`src/rtl/riscv_pkg.sv`:
```
// Shared RV64 decode constants: opcodes, ALU_Op encodings and control-bundle bit positions.
package riscv_pkg;

   // Major opcodes, instr[6:0]
   localparam logic [6:0] OP_LOAD   = 7'b0000011;
   localparam logic [6:0] OP_IMM    = 7'b0010011;
   localparam logic [6:0] OP_STORE  = 7'b0100011;
   localparam logic [6:0] OP_BRANCH = 7'b1100011;
   localparam logic [6:0] OP_R      = 7'b0110011;

   // ALU_Op encodings handed to the ALU control unit
   localparam logic [1:0] ALU_OP_ADD    = 2'b00;  // loads/stores: address add
   localparam logic [1:0] ALU_OP_BRANCH = 2'b01;  // branches: subtract/compare
   localparam logic [1:0] ALU_OP_FUNCT  = 2'b10;  // decode from funct3/funct7

   // ctrl_in = {alu_op[1:0],alu_src,reg_write,mem_read,mem_write,mem_to_reg,branch}
   localparam int CI_BRANCH     = 0;
   localparam int CI_MEM_TO_REG = 1;
   localparam int CI_MEM_WRITE  = 2;
   localparam int CI_MEM_READ   = 3;
   localparam int CI_REG_WRITE  = 4;
   localparam int CI_ALU_SRC    = 5;
   localparam int CI_ALU_OP_LO  = 6;

   // ctrl_out = {reg_write,mem_read,mem_write,mem_to_reg,branch,alu_src}
   localparam int CO_ALU_SRC    = 0;
   localparam int CO_BRANCH     = 1;
   localparam int CO_MEM_TO_REG = 2;
   localparam int CO_MEM_WRITE  = 3;
   localparam int CO_MEM_READ   = 4;
   localparam int CO_REG_WRITE  = 5;

   // Reorders the control-unit bundle into the EX-stage bundle (alu_op travels separately)
   function automatic logic [5:0] pack_ctrl_out(input logic [7:0] ci);
      logic [5:0] co;
      co                = '0;
      co[CO_ALU_SRC]    = ci[CI_ALU_SRC];
      co[CO_BRANCH]     = ci[CI_BRANCH];
      co[CO_MEM_TO_REG] = ci[CI_MEM_TO_REG];
      co[CO_MEM_WRITE]  = ci[CI_MEM_WRITE];
      co[CO_MEM_READ]   = ci[CI_MEM_READ];
      co[CO_REG_WRITE]  = ci[CI_REG_WRITE];
      return co;
   endfunction

endpackage

```
`src/rtl/imm_gen.sv`:
```
// Immediate generator: picks the I/S/B immediate by opcode and sign-extends from instr[31].
module imm_gen
   import riscv_pkg::*;
#(
   parameter int DATA_W = 64
) (
   input  logic [31:0]       instr,
   output logic [DATA_W-1:0] imm
);

   // rs1/funct3 bits never contribute to an immediate of the supported formats
   logic unused_bits;
   assign unused_bits = ^instr[19:12];

   // Opcode-selected immediate; unsupported formats yield zero
   always_comb begin
      imm = '0;
      unique case (instr[6:0])
         OP_LOAD, OP_IMM: imm = {{(DATA_W-12){instr[31]}}, instr[31:20]};
         OP_STORE:        imm = {{(DATA_W-12){instr[31]}}, instr[31:25], instr[11:7]};
         OP_BRANCH:       imm = {{(DATA_W-13){instr[31]}}, instr[31], instr[7],
                                 instr[30:25], instr[11:8], 1'b0};
         default:         imm = '0;
      endcase
   end

endmodule

```
`src/rtl/id_ex_stage.sv`:
```
// ID->EX pipeline register with immediate generation, valid/ready handshake, stall and flush.
// Optional EX-stage operand forwarding is compiled in when FORWARDING_EN is defined.
module id_ex_stage
   import riscv_pkg::*;
#(
   parameter int DATA_W = 64,
   parameter int REG_AW = 5
) (
   input  logic              clk,
   input  logic              rst_n,
   input  logic              in_valid,
   output logic              in_ready,
   input  logic              flush,
   input  logic [31:0]       instr,
   input  logic [DATA_W-1:0] pc_in,
   input  logic [DATA_W-1:0] rs1_data,
   input  logic [DATA_W-1:0] rs2_data,
   input  logic [7:0]        ctrl_in,
`ifdef FORWARDING_EN
   input  logic              exmem_reg_write,
   input  logic [REG_AW-1:0] exmem_rd,
   input  logic [DATA_W-1:0] exmem_result,
   input  logic              memwb_reg_write,
   input  logic [REG_AW-1:0] memwb_rd,
   input  logic [DATA_W-1:0] memwb_result,
`endif
   output logic              out_valid,
   input  logic              out_ready,
   output logic [DATA_W-1:0] alu_in1,
   output logic [DATA_W-1:0] alu_in2,
   output logic [DATA_W-1:0] store_data,
   output logic [DATA_W-1:0] imm_out,
   output logic [DATA_W-1:0] pc_out,
   output logic [1:0]        alu_op,
   output logic              funct7_b,
   output logic [2:0]        funct3,
   output logic [REG_AW-1:0] rd,
   output logic [REG_AW-1:0] rs1,
   output logic [REG_AW-1:0] rs2,
   output logic [5:0]        ctrl_out
);

   logic              valid_reg;
   logic              valid_next;
   logic              load;
   logic [DATA_W-1:0] imm_next;
   logic [DATA_W-1:0] pc_reg;
   logic [DATA_W-1:0] rs1_val_reg;
   logic [DATA_W-1:0] rs2_val_reg;
   logic [DATA_W-1:0] imm_reg;
   logic [1:0]        alu_op_reg;
   logic              funct7_reg;
   logic [2:0]        funct3_reg;
   logic [REG_AW-1:0] rd_reg;
   logic [REG_AW-1:0] rs1_reg;
   logic [REG_AW-1:0] rs2_reg;
   logic [5:0]        ctrl_reg;
   logic [DATA_W-1:0] rs1_opnd;
   logic [DATA_W-1:0] rs2_opnd;

   imm_gen #(.DATA_W(DATA_W)) u_imm_gen (
      .instr (instr),
      .imm   (imm_next)
   );

   // A stalled stage (valid and not drained) refuses new work; flush always empties it
   assign in_ready   = !valid_reg || out_ready;
   assign load       = in_valid && in_ready;
   assign valid_next = flush ? 1'b0 : (in_ready ? in_valid : 1'b1);

   // Pipeline register: payload captured only on an accepted instruction, held otherwise
   always_ff @(posedge clk) begin
      if (!rst_n) begin
         valid_reg   <= 1'b0;
         pc_reg      <= '0;
         rs1_val_reg <= '0;
         rs2_val_reg <= '0;
         imm_reg     <= '0;
         alu_op_reg  <= '0;
         funct7_reg  <= 1'b0;
         funct3_reg  <= '0;
         rd_reg      <= '0;
         rs1_reg     <= '0;
         rs2_reg     <= '0;
         ctrl_reg    <= '0;
      end else begin
         valid_reg <= valid_next;
         if (load) begin
            pc_reg      <= pc_in;
            rs1_val_reg <= rs1_data;
            rs2_val_reg <= rs2_data;
            imm_reg     <= imm_next;
            alu_op_reg  <= ctrl_in[CI_ALU_OP_LO+1:CI_ALU_OP_LO];
            funct7_reg  <= instr[30];
            funct3_reg  <= instr[14:12];
            rd_reg      <= instr[11:7];
            rs1_reg     <= instr[19:15];
            rs2_reg     <= instr[24:20];
            ctrl_reg    <= pack_ctrl_out(ctrl_in);
         end
      end
   end

`ifdef FORWARDING_EN
   // Operand bypass: the younger EX/MEM result wins over MEM/WB; x0 is never bypassed
   always_comb begin
      rs1_opnd = rs1_val_reg;
      rs2_opnd = rs2_val_reg;
      if (valid_reg) begin
         if (exmem_reg_write && (exmem_rd != '0) && (exmem_rd == rs1_reg))
            rs1_opnd = exmem_result;
         else if (memwb_reg_write && (memwb_rd != '0) && (memwb_rd == rs1_reg))
            rs1_opnd = memwb_result;
         if (exmem_reg_write && (exmem_rd != '0) && (exmem_rd == rs2_reg))
            rs2_opnd = exmem_result;
         else if (memwb_reg_write && (memwb_rd != '0) && (memwb_rd == rs2_reg))
            rs2_opnd = memwb_result;
      end
   end
`else
   // Without bypassing the operands are the captured register-file values
   always_comb begin
      rs1_opnd = rs1_val_reg;
      rs2_opnd = rs2_val_reg;
   end
`endif

   assign out_valid  = valid_reg;
   assign alu_in1    = rs1_opnd;
   assign alu_in2    = ctrl_reg[CO_ALU_SRC] ? imm_reg : rs2_opnd;
   assign store_data = rs2_opnd;
   assign imm_out    = imm_reg;
   assign pc_out     = pc_reg;
   assign alu_op     = alu_op_reg;
   assign funct7_b   = funct7_reg;
   assign funct3     = funct3_reg;
   assign rd         = rd_reg;
   assign rs1        = rs1_reg;
   assign rs2        = rs2_reg;
   // A bubble must never carry write/memory side effects into EX
   assign ctrl_out   = valid_reg ? ctrl_reg : 6'b0;

endmodule

```
`config.mk`:
```
export PLATFORM = sky130hd
export DESIGN_NAME = id_ex_stage
export DESIGN_NICKNAME = d
export VERILOG_FILES = /design/src/rtl/riscv_pkg.sv /design/src/rtl/imm_gen.sv /design/src/rtl/id_ex_stage.sv
export SDC_FILE = /design/constraint.sdc
export NUM_CORES = 1
export LEC_CHECK = 0
export BUFFER_PORTS_ARGS = -buffer_cell sky130_fd_sc_hd__buf_2
export CORE_AREA = 10 10 217 219
export DETAILED_ROUTE_END_ITERATION = 10
export DIE_AREA = 0 0 227 229
export HOLD_SLACK_MARGIN = 0.12
export SLEW_MARGIN = 10
export SYNTH_ARGS = -nofsm -noshare
export SYNTH_HDL_FRONTEND = slang
export SYNTH_SLANG_ARGS = --single-unit
```
`constraint.sdc`:
```
create_clock -name clk -period 6.1 [get_ports clk]
set_clock_uncertainty 0.15 [all_clocks]
set_input_delay 0.61 -clock clk [delete_from_list [all_inputs] [get_ports clk]]
set_output_delay 0.61 -clock clk [all_outputs]
set_load 0.01 [all_outputs]
```
### Word level (Yosys, flattened, before mapping)

Index checks and enable logic that the tools add are counted.
Widths: inputs -> output; s select.

* bits of input ports: 237
* flip-flop bits (word level): 284

* multiplexer cells: 4
* eq/ne operators: 4
* reductions and logical operators: 5
* bitwise logic cells: 1

Operators with widths (number)
* $pmux 64 s3: 1
* $mux 64: 1
* $eq 7x2->1 const B: 1
* $eq 7x5->1 const B: 1
* $eq 7x6->1 const B: 1
* $eq 7x7->1 const B: 1
* $mux 6: 1
* $reduce_or 2->1: 2
* $logic_and 1x1->1: 1
* $logic_not 1->1: 1
* $logic_or 1x1->1: 1
* $mux 1: 1
* $not 1->1: 1

### Logic depth before layout (Yosys ltp)

* word-level depth: 3
* depth in mapped cells: 7
* mapped depth without buffers: 4

### By module

Synthesis repeated with hierarchy kept, for this count alone.

* cells, all modules: 1390
* area total of the unflattened synthesis: 12669.7 µm²

Modules (own cells, without submodules)
* id_ex_stage: area an instance 12069.1 µm², cells each 1310, times used 1
* imm_gen: area an instance 600.6 µm², cells each 80, times used 1

### Least setup slack after synthesis

No wires, ideal clock.

* path kind: register to output
* start: register imm_out[62] (netlist name)
* end: output port alu_in2[13]
* setup slack: 3465 ps
* path buffers: 1
* stages on the path, launching flop included: 4
* arrival time: 1875 ps
* cells stage by stage: dfxtp_1 > nand2_1 > clkbuf_1 > o21ai_0

RTL lines
* to (decl): RTL line id_ex_stage.sv:30 `output logic [DATA_W-1:0] alu_in2,`

### Worst setup path after layout

* start: register ctrl_reg[0]
* end: output port alu_in2[5]

* word-level cells in the longest chain between the ends: 1

Ends and longest elaborated chain
* from (decl): RTL line id_ex_stage.sv:57 `logic [5:0] ctrl_reg;`
* from (signal assigned): RTL line id_ex_stage.sv:99 `ctrl_reg <= pack_ctrl_out(ctrl_in);`
* $mux 64: RTL line id_ex_stage.sv:130 `assign alu_in2 = ctrl_reg[CO_ALU_SRC] ? imm_reg : rs2_opnd;`

Every way passes these cells.

==> metrics.md <==
| Metric | Value |
|---|---|
| Post-Synthesis Cells | `1208` |
| First-pass GRT wire length | `56300 microns` |
| Post-synthesis sequential area ratio | `0.478` |
| Die W | `227 microns` |
| Post-Layout Cell Count | `2261` |
| Yosys reg bits | `233` |
| Net Sw Frac | `0.263` |
| WP data arrival | `2.11 ns` |
| Unique masters post-synth | `29` |
| Comb pwr share | `0.134` |
| Via count | `9669` |
| Final net count | `1928` |
| P&R area growth vs syn | `38.9%` |
| Via/cell ratio | `4.28` |
| GRT Total Usage | `0.136` |
| Min Hold Slack | `0.158 ns` |
| Max-Cap Viols | `0` |
| Placer Congestion | `0.863` |
| Critical path required time | `5.34 ns` |
| Post-CTS Hold Buffers | `2` |
| Sequential share of power | `0.442` |
| Num rows | `76` |
| Total congestion overflow | `0` |
| Fraction of layout cells with a size suffix above 1 | `0.383` |
| Cell at the slowest stage of the critical path | `buf_4` |
| Pre-antenna DRT Iters | `5` |
| Critical path class | `reg2out` |
| Antenna violations before repair | `4` |
| Final setup fails | `0` |
| Period utilization | `0.470` |
| Largest net degree at the start of global routing | `147` |
| Avg Cell Area, Syn | `8.08 sq um` |
| Cells after DPL | `2206` |
| DP HPWL | `28700 microns` |
| Post-CTS sizing | `0` |
| Total routed wirelength | `38600 microns` |
| Die Y | `229 microns` |
| Slowest stage delay, CP | `0.59 ns` |
| Peak supply drop | `208 uV` |
| CP Max Fanout | `66` |
| CTS tree | `built` |
| Filler cell count | `4616` |
| Post-Syn Area | `9760 sq um` |
| H-tree Lvls | `1` |
| Routed WL per cell | `17.1 microns` |
| Multi-input gate area | `4100 sq um` |
| Cells along the critical path | `buf_4 > mux2_2 > buf_2` |
| Root buffer cell | `clkbuf_16` |
| Lkg Pwr | `6.76 nW` |
| Boundary Pins | `586` |
| Hold crit path type | `in2reg` |
| Layout Utilization | `0.317` |
| # port buffers | `585` |
| CP startpoint kind | `register` |
| Remaining DRCs | `0` |
| Core Box Area | `42700 sq um` |
| Vias in the first global route | `9532` |
| Crit path time final | `2.87 ns` |
| Net Count, Synth | `1445` |
| Longest Clk Path Bufs | `3` |
| Rel. slew slack | `0.356` |
| Status | `complete, no violations` |
| Num CTS Buffers | `27` |
| Final Hold Vio Count | `0` |
| Routed Antenna Nets | `0` |
| Drt first-iter violations | `420` |
| Slew Limit Fails | `0` |
| Post-CTS Setup Bufs | `0` |
| Worst Setup End Kind | `output pin` |
| Worst-Skew Late Latency | `0.54 ns` |
| RSZ-0062 raised after global routing | `false` |
| Max frequency | `0.349 GHz` |
| Worst-path clk slew | `0.06 ns` |
| Internal | `0.00277 W` |
| Switch Pwr | `0.000990 W` |
| Die area | `52000 sq um` |
| Sequential cell area | `4670 sq um` |
| Initial Util | `0.229` |
| CTS sink count | `233` |
| Slew @ Worst Pin | `0.967 ns` |
| Synth Warn # | `0` |
| Clock power frac | `0.425` |
| Pwr per Cell Area | `277 nW/um^2` |
| Setup TNS | `0 ns` |
==> power groups by stage <==
stage	registers (W)	clock network, W	logic (W)
after floorplan	0.00172	0	0.000226
after global placement	0.00169	0	0.000507
after detailed placement	0.00169	0	0.000512
after CTS	0.00166	0.00166	0.000514
after global routing	0.00167	0.00170	0.000559
final	0.00166	0.00160	0.000503
==> per-layer routing <==
metal / GRT usage / vias up / share of wire / wire [microns]
met5: 0 / - / 0 / 0
met4: 0.0387 / 0 / 0.024 / 913
met3: 0.0472 / 53 / 0.10 / 3970
met2: 0.235 / 409 / 0.47 / 18300
met1: 0.155 / 4428 / 0.40 / 15400
li1: - / 4779 / - / -
==> through the flow <==
stage          area [sq um]  total power [W]  worst slack, ns
2_1_floorplan          9760          0.00195             3.47
3_3_place_gp          12600          0.00220             3.37
3_5_place_dp          12600          0.00221             3.32
4_1_cts               13500          0.00383             3.20
5_1_grt               13500          0.00393             3.15
6_report              13600          0.00376             3.23
==> critical path, delay by kind of cell (launching register included) <==
family | cells | cell delay [ns]
flops | 1 | 0.33
buf+inv | 2 | 0.74
mux | 1 | 0.41
==> worst paths after layout <==
path                from              to  slack (ns)  cells after the start
max          ctrl_reg[0]      alu_in2[5]        3.23                      3
min            pc_in[16]      pc_out[16]        0.16                      3
max reg2reg    out_valid  store_data[26]        3.59                      5
min reg2reg   pc_out[15]      pc_out[15]        0.30                      2
==> logic make-up after synthesis <==
| family | share of synthesized area |
|---|---|
| simple gates | 0.193 |
| compound gates | 0.210 |
| flops | 0.478 |
| buf+inv | 0.104 |
| mux | 0.0149 |
==> layout by cell type (no fill, tap or decap), drive strengths merged, types with 2 or more instances in the layout <==
cell / synthesis / final
inv: 52 / 53
nor2b: 3 / 3
a21boi: 227 / 227
and2: 7 / 7
buf: 101 / 592
clkinv: 0 / 8
dlygate4sd3: 0 / 2
dfxtp: 233 / 233
o21ai: 56 / 56
nand3: 9 / 9
nand2: 449 / 449
diode: 0 / 4
a221oi: 4 / 4
nor2: 5 / 5
clkbuf: 39 / 39
nand2b: 2 / 2
nor3b: 2 / 2
mux2: 12 / 12
==> cells in the mapped netlist <==
| cell type | number | area, sq um |
|---|---|---|
| buf_6 | 2 | 22.5 |
| nand2_1 | 448 | 1680 |
| buf_2 | 36 | 180 |
| buf_4 | 62 | 465 |
| buf_1 | 1 | 3.75 |
| dfxtp_1 | 233 | 4660 |
| nor2b_1 | 3 | 18.8 |
| nor2_1 | 5 | 18.8 |
| nand4bb_4 | 1 | 27.5 |
| or4_1 | 1 | 7.51 |
| nor3_1 | 1 | 5.00 |
| inv_1 | 52 | 195 |
| nand2b_2 | 1 | 8.76 |
| o2111ai_1 | 1 | 8.76 |
| a21boi_0 | 34 | 255 |
| mux2i_1 | 1 | 10.0 |
| a21oi_1 | 1 | 5.00 |
| and2_1 | 7 | 43.8 |
| clkbuf_1 | 39 | 146 |
| a221oi_1 | 4 | 35.0 |
| nand2b_1 | 1 | 6.26 |
| nor3b_1 | 2 | 15.0 |
| mux2_2 | 12 | 135 |
| a211oi_4 | 1 | 20.0 |
| a21boi_1 | 193 | 1450 |
| o21ai_1 | 4 | 20.0 |
| nand3_1 | 9 | 45.0 |
| nand2_2 | 1 | 6.26 |
| o21ai_0 | 52 | 260 |
==> area by class of cell <==
type	instances	area share
Timing Repair Buffer	594	0.223
Inverter	52	0.0144
Antenna cell	4	0.000738
Sequential cell	233	0.344
Clock inverter	10	0.00582
Tap cell	546	0.0504
Multi-Input combinational cell	783	0.303
Clock buffer	39	0.0591
Note: power is estimated with default switching activity, not from simulation.
